**src/rtl/instruction_decoder_pkg.sv**
```systemverilog
// Shared constants and types for the 49-bit instruction decoder.
// Optional build macro: INSTRUCTION_DECODER_R0_GUARD_EN (register 0 read-only).
package instruction_decoder_pkg;

    localparam int INSTR_W    = 49;
    localparam int OPCODE_MSB = 48;
    localparam int OPCODE_LSB = 44;
    localparam int MODE_MSB   = 43;
    localparam int MODE_LSB   = 42;
    localparam int DST_MSB    = 41;
    localparam int DST_LSB    = 37;
    localparam int A_MSB      = 36;
    localparam int A_LSB      = 32;
    localparam int B_MSB      = 31;
    localparam int B_LSB      = 0;

    localparam int OPCODE_W = OPCODE_MSB - OPCODE_LSB + 1;
    localparam int DST_W    = DST_MSB - DST_LSB + 1;
    localparam int A_W      = A_MSB - A_LSB + 1;
    localparam int A_SEL_W  = 8;
    localparam int B_W      = B_MSB - B_LSB + 1;

    typedef enum logic [4:0] {
        OP_NOP = 5'h00,
        OP_LD  = 5'h01,
        OP_ST  = 5'h02,
        OP_ADD = 5'h03,
        OP_SUB = 5'h04,
        OP_AND = 5'h05,
        OP_OR  = 5'h06,
        OP_XOR = 5'h07,
        OP_NOT = 5'h08,
        OP_SL  = 5'h09,
        OP_SR  = 5'h0A,
        OP_BZ  = 5'h10,
        OP_BNZ = 5'h11,
        OP_BRA = 5'h12
    } opcode_t;

    // Bit 1 selects the literal as B, bit 0 routes data through RAM.
    typedef enum logic [1:0] {
        MODE_REG_REG = 2'b00,
        MODE_REG_MEM = 2'b01,
        MODE_LIT_REG = 2'b10,
        MODE_LIT_MEM = 2'b11
    } addr_mode_t;

    typedef struct packed {
        logic mux_b_addr;
        logic ram_read_mux;
        logic store_decoder;
        logic ram_ena;
        logic ram_wena;
        logic register_load;
        logic branch;
    } ctrl_t;

    function automatic logic mode_lit(input addr_mode_t mode);
        return mode[1];
    endfunction

    function automatic logic mode_mem(input addr_mode_t mode);
        return mode[0];
    endfunction

endpackage

```
**src/rtl/instruction_decoder_ctrl_lut.sv**
```systemverilog
// Combinational opcode/mode/Z/DST to control-strobe mapping.
// Honours INSTRUCTION_DECODER_R0_GUARD_EN to block writes to register 0.
module decoder_ctrl_lut
    import instruction_decoder_pkg::*;
(
    input  logic [OPCODE_W-1:0] opcode,
    input  addr_mode_t          mode,
    input  logic                z,
    input  logic [DST_W-1:0]    dst,
    output ctrl_t               ctrl
);

`ifdef INSTRUCTION_DECODER_R0_GUARD_EN
    localparam logic R0_GUARD = 1'b1;
`else
    localparam logic R0_GUARD = 1'b0;
`endif

    logic  r0_blocked;
    ctrl_t raw;

    assign r0_blocked = R0_GUARD & (dst == '0);

    // Unlisted or unknown opcodes fall to the default arm and stay all-zero.
    always_comb begin
        raw = '0;
        case (opcode_t'(opcode))
            OP_LD: begin
                raw.mux_b_addr    = mode_lit(mode);
                raw.ram_read_mux  = mode_mem(mode);
                raw.ram_ena       = mode_mem(mode);
                raw.register_load = 1'b1;
            end
            OP_ST: begin
                raw.mux_b_addr    = mode_lit(mode);
                raw.ram_read_mux  = mode_mem(mode);
                raw.store_decoder = 1'b1;
                raw.ram_ena       = 1'b1;
                raw.ram_wena      = 1'b1;
            end
            OP_ADD, OP_SUB, OP_AND, OP_OR, OP_XOR, OP_NOT, OP_SL, OP_SR: begin
                raw.mux_b_addr    = mode_lit(mode);
                raw.ram_read_mux  = mode_mem(mode);
                raw.ram_ena       = mode_mem(mode);
                raw.register_load = 1'b1;
            end
            OP_BZ: begin
                raw.mux_b_addr   = mode_lit(mode);
                raw.ram_read_mux = mode_mem(mode);
                raw.branch       = z;
            end
            OP_BNZ: begin
                raw.mux_b_addr   = mode_lit(mode);
                raw.ram_read_mux = mode_mem(mode);
                raw.branch       = ~z;
            end
            OP_BRA: begin
                raw.mux_b_addr   = mode_lit(mode);
                raw.ram_read_mux = mode_mem(mode);
                raw.branch       = 1'b1;
            end
            default: raw = '0;
        endcase
    end

    always_comb begin
        ctrl = raw;
        ctrl.register_load = raw.register_load & ~r0_blocked;
    end

endmodule

```
**src/rtl/instruction_decoder.sv**
```systemverilog
// Registered instruction decoder: fields and strobes valid one clock after capture.
// Optional build macro: INSTRUCTION_DECODER_R0_GUARD_EN (see decoder_ctrl_lut).
module instruction_decoder
    import instruction_decoder_pkg::*;
(
    input  logic                clk,
    input  logic                reset,
    input  logic [INSTR_W-1:0]  instruction,
    input  logic                Z,
    output logic [OPCODE_W-1:0] opcode,
    output logic [A_SEL_W-1:0]  A_Sel,
    output logic [B_W-1:0]      B_Sel,
    output logic [DST_W-1:0]    DST,
    output logic                MUX_B_ADDR,
    output logic                RAM_READ_MUX,
    output logic                STORE_DECODER,
    output logic                RAM_ENA,
    output logic                RAM_WENA,
    output logic                register_load,
    output logic                branch
);

    logic [OPCODE_W-1:0] opcode_field;
    addr_mode_t          mode_field;
    logic [DST_W-1:0]    dst_field;
    logic [A_W-1:0]      a_field;
    logic [B_W-1:0]      b_field;
    ctrl_t               ctrl_next;

    assign opcode_field = instruction[OPCODE_MSB:OPCODE_LSB];
    assign mode_field   = addr_mode_t'(instruction[MODE_MSB:MODE_LSB]);
    assign dst_field    = instruction[DST_MSB:DST_LSB];
    assign a_field      = instruction[A_MSB:A_LSB];
    assign b_field      = instruction[B_MSB:B_LSB];

    decoder_ctrl_lut u_ctrl_lut (
        .opcode (opcode_field),
        .mode   (mode_field),
        .z      (Z),
        .dst    (dst_field),
        .ctrl   (ctrl_next)
    );

    // Reset wins over any instruction in flight; otherwise capture every edge.
    always_ff @(posedge clk or posedge reset) begin
        if (reset) begin
            opcode        <= '0;
            A_Sel         <= '0;
            B_Sel         <= '0;
            DST           <= '0;
            MUX_B_ADDR    <= 1'b0;
            RAM_READ_MUX  <= 1'b0;
            STORE_DECODER <= 1'b0;
            RAM_ENA       <= 1'b0;
            RAM_WENA      <= 1'b0;
            register_load <= 1'b0;
            branch        <= 1'b0;
        end else begin
            opcode        <= opcode_field;
            A_Sel         <= {{(A_SEL_W - A_W){1'b0}}, a_field};
            B_Sel         <= b_field;
            DST           <= dst_field;
            MUX_B_ADDR    <= ctrl_next.mux_b_addr;
            RAM_READ_MUX  <= ctrl_next.ram_read_mux;
            STORE_DECODER <= ctrl_next.store_decoder;
            RAM_ENA       <= ctrl_next.ram_ena;
            RAM_WENA      <= ctrl_next.ram_wena;
            register_load <= ctrl_next.register_load;
            branch        <= ctrl_next.branch;
        end
    end

endmodule

```
**config.mk**
```make
export PLATFORM = sky130hd
export DESIGN_NAME = instruction_decoder
export DESIGN_NICKNAME = d
export VERILOG_FILES = /design/src/rtl/instruction_decoder_pkg.sv /design/src/rtl/instruction_decoder_ctrl_lut.sv /design/src/rtl/instruction_decoder.sv
export SDC_FILE = /design/constraint.sdc
export NUM_CORES = 1
export LEC_CHECK = 0
export BUFFER_PORTS_ARGS = -buffer_cell sky130_fd_sc_hd__buf_4
export CAP_MARGIN = 30
export CORE_MARGIN = 2
export CORE_UTILIZATION = 40
export CTS_CLUSTER_SIZE = 16
export DETAILED_ROUTE_END_ITERATION = 7
export GPL_TIMING_DRIVEN = 0
export HOLD_SLACK_MARGIN = 0.1
export PLACE_DENSITY = 0.79
export SYNTH_ARGS = -nofsm -noshare
export SYNTH_HDL_FRONTEND = slang
export SYNTH_SLANG_ARGS = --single-unit
```
**constraint.sdc**
```tcl
create_clock -name clk -period 3 [get_ports clk]
set_input_delay 0.15 -clock clk [delete_from_list [all_inputs] [get_ports clk]]
set_output_delay 0.15 -clock clk [all_outputs]
set_load 0.005 [all_outputs]
```
**After elaboration in Yosys (flattened, before gate mapping)**

Cells that the tools add are included.
Widths: inputs -> output; s select.

- Register bits after elaboration: 53
- Bits of input ports: 52
- Output and inout port bits: 57
- Word-level logic and storage cells: 31

- Equality and inequality tests: 13
- Multiplexer cells: 5
- Bitwise logic cells: 1
- Reductions and logical operators: 2

Operators with widths:

| kind | number |
|---|---|
| $eq 5x3->1 const B | 4 |
| $eq 5x4->1 const B | 3 |
| $eq 5x5->1 const B | 3 |
| $reduce_or 13->1 | 1 |
| $eq 5x2->1 const B | 2 |
| $reduce_or 9->1 | 1 |
| $eq 5x1->1 const B | 1 |
| $pmux 1 s3 | 1 |
| $mux 1 | 2 |
| $mux 2 | 1 |
| $pmux 1 s2 | 1 |
| $not 1->1 | 1 |

**Logic depth before layout (Yosys ltp)**

- Word-level depth: 3
- Mapped depth: 3
- Mapped depth without buffers: 3

**Cells and area by module**

Synthesis repeated with hierarchy kept, for this count alone.

- Cells, all modules: 82
- Area, all modules: 1,537.7 um2

By module, submodules not included:

| module | times used | cells an instance | area each (um2) | seq. area each (um2) |
|---|---|---|---|---|
| instruction_decoder | 1 | 59 | 1,381.3 | 1,351.3 |
| decoder_ctrl_lut | 1 | 23 | 156.4 | 0.0 |

**Least setup slack after synthesis**

OpenSTA, ideal clock, no wires.

- Path type: input to register
- Start: input port instruction[48]
- End: register MUX_B_ADDR
- Library setup time: 0.122 ns
- Arrival time: 0.930 ns
- Required time: 2.878 ns
- Slack: 1.948 ns
- Stages on the path: 3
- Path buffers: 0
- Cell sequence: or4_1 > o221ai_2 > nor2_1

RTL lines:

| what | RTL line | source |
|---|---|---|
| start: declaration | instruction_decoder.sv:8 | `input logic [INSTR_W-1:0] instruction,` |
| end signal: assignment | instruction_decoder.sv:63 | `MUX_B_ADDR <= ctrl_next.mux_b_addr;` |
| end: declaration | instruction_decoder.sv:14 | `output logic MUX_B_ADDR,` |

==> run metrics <==
total gr overflow=0; Crit path required time=3180 ps; PD cells=465.2 nW/um^2; Max Freq=0.6601 GHz; crit path DAT=1700 ps; total routed wirelength=5.212 mm; CTS Buf Count=5; Initial Util=41.01%; maximum vdd drop=0.0002770 V; GRT Total Usage=26.08%; share of layout cells above drive strength 1=48.16%; Area Growth Syn to Fin=98.15%; # diodes=0; CTS tree=built; final worst slack=1485 ps; average routed wire per standard cell=17.79 um; clock sinks=53; Via density=4.324; global placer's final weighted congestion=0.7173; initial antenna violation count=0; largest net degree at the start of global routing=44; post-route setup TNS=0 ps; die area=4230 sq um; CTS clk-pin slew, worst paths=80 ps; Hold Path Class=input pin to flip-flop; # setup viols final=0; fin nets=297; Final Hold Viols=0; register bit total from synthesis=53; Placement Setup Slack=1729 ps; Crit Path Max Fanout=7; Slew Limit Fails=0; status=finished, final reports clean; Cells after Synth=80; first-pass GRT wire length=7.631 mm; # IOs=109; Final ANT Viol Nets=0; initial DRC count=58; FP Rows=22; CTS root buffer=clkbuf_8; syn avg cell area=18.63 sq um; core area=3633 sq um; Vert. Die Dim=65.04 um; DR vias=1267; Tcrit/Tclk final=50.50%; Seq/Total Area, Yosys=89.00%; I/O Buffers=105; DPL Wire Length=2.671 mm; fin crit period=1515 ps; die width=65.04 um; vias in the first global route=1394; post-synth cell types=16; Post-Syn Area=1490 sq um; Setup crit start kind=input pin; drt first pass iters=3; htree depth=2; Yosys warnings=0; LEAKAGE=0.001487 uW; hold path cells=4; CTS Buffer Depth=2; post_cts resized=0; Critical Path Max Stage Delay=570 ps; Crit Path Class=input pin to flip-flop; DRC viols=0; Max-Cap Viols=0; Cell Chain, Critical Path=dlygate4sd3_1 -> buf_4 -> or4_1 -> o221ai_2 -> nor2_1; Slowest-stage cell, CP=or4_1; RSZ-0062 raised after global routing=no; crit end category=flip-flop
-- worst max-delay path, delay by kind of cell --
| kind | cells | cell delay, ps |
|---|---|---|
| compound gates | 1 | 210 |
| buf+inv | 2 | 700 |
| simple gates | 2 | 640 |
-- path summary, 6_finish.rpt --
path / startpoint / end / slack (ps)
worst max-delay path: instruction[48] / MUX_B_ADDR / 1490
min in group asynchronous: reset / B_Sel[4] / 340
max in group asynchronous: reset / B_Sel[30] / 2150
worst min-delay path: Z / branch / 180
-- flip-flops by register name, indices dropped and copies added, names as in the netlist --
register,flops
branch,1
opcode,5
DST,5
RAM_WENA,1
A_Sel,5
MUX_B_ADDR,1
B_Sel,32
register_load,1
RAM_READ_MUX,1
RAM_ENA,1
-- final cells by class --
type,count,area (sq um)
tap,48,60.06
clock buffer,7,86.33
inverter,4,15.01
buffer,4,30.03
multi-input combinational,21,126.4
fill,201,680.7
timing repair buffer,156,1309
sequential,53,1326
-- metal layers --
layer / global-route usage (%) / part of all wire [%] / up-vias
met4: 9.896 / 1.9 / 0
met1: 33.13 / 40 / 616
met2: 43.81 / 51 / 66
met5: 0 / 0 / -
met3: 6.076 / 7.2 / 11
li1: - / - / 574
-- cells by family after synthesis --
family	share of synthesized area, %
compound gates	2.770
xor+xnor	0.5878
buf+inv	3.022
mux	0.6717
simple gates	3.695
flops	89.00
other cells	0.2516
-- synthesized netlist by cell type --
library cell  number  area [sq um]
o21ai_0            2         10.01
nor2_1             5         18.77
xor2_1             1         8.760
conb_1             1         3.750
o221ai_2           1         15.01
mux2i_1            1         10.01
a2111o_1           1         11.26
or4_1              1         7.510
nor4b_1            1         8.760
nand2_1            1         3.750
inv_1              4         15.01
nor3_1             2         10.01
nor2b_1            1         6.260
dfrtp_1           53          1326
a21oi_1            1         5.000
buf_4              4         30.03
-- per-stage QoR --
stage          std cells  utilization, %  area, sq um  total power [uW]  hold slack (ps)
6_report             293           81.27         2953              1374            180.1
5_1_grt              293           81.27         2953              1437            184.8
4_1_cts              293           81.27         2953              1362            179.8
3_5_place_dp         236           65.12         2366             928.0            100.4
3_3_place_gp         235           64.57         2346             918.4            260.2
2_1_floorplan         82               -         1498             803.7            181.4
-- what timing repair did --
action / 4_1_cts / 5_1_grt
endpoints found under the hold margin: 104 / 0
buffers inserted: 0 / 0
hold buffers: 50 / 0
-- cells in the final DEF, fill, tap and decap left out --
cell / synthesis / routed
conb_1: 1 / 3
nor2b_1: 1 / 1
mux2i_1: 1 / 1
nor4b_1: 1 / 1
or4_1: 1 / 1
dlygate4sd3_1: 0 / 50
a2111o_1: 1 / 1
inv_2: 0 / 1
o221ai_2: 1 / 1
buf_4: 4 / 109
clkbuf_8: 0 / 6
xor2_1: 1 / 1
nand2_1: 1 / 1
buf_12: 0 / 1
clkbuf_1: 0 / 1
dfrtp_1: 53 / 53
nor2_1: 5 / 5
o21ai_0: 2 / 2
nor3_1: 2 / 2
a21oi_1: 1 / 1
inv_1: 4 / 3
-- report_power, final --
group          switching [uW]  internal, uW  total [uW]
clock                     212           183         396
combinational            74.0           138         212
sequential               15.7           750         766
Power figures use the tool's default switching activity.
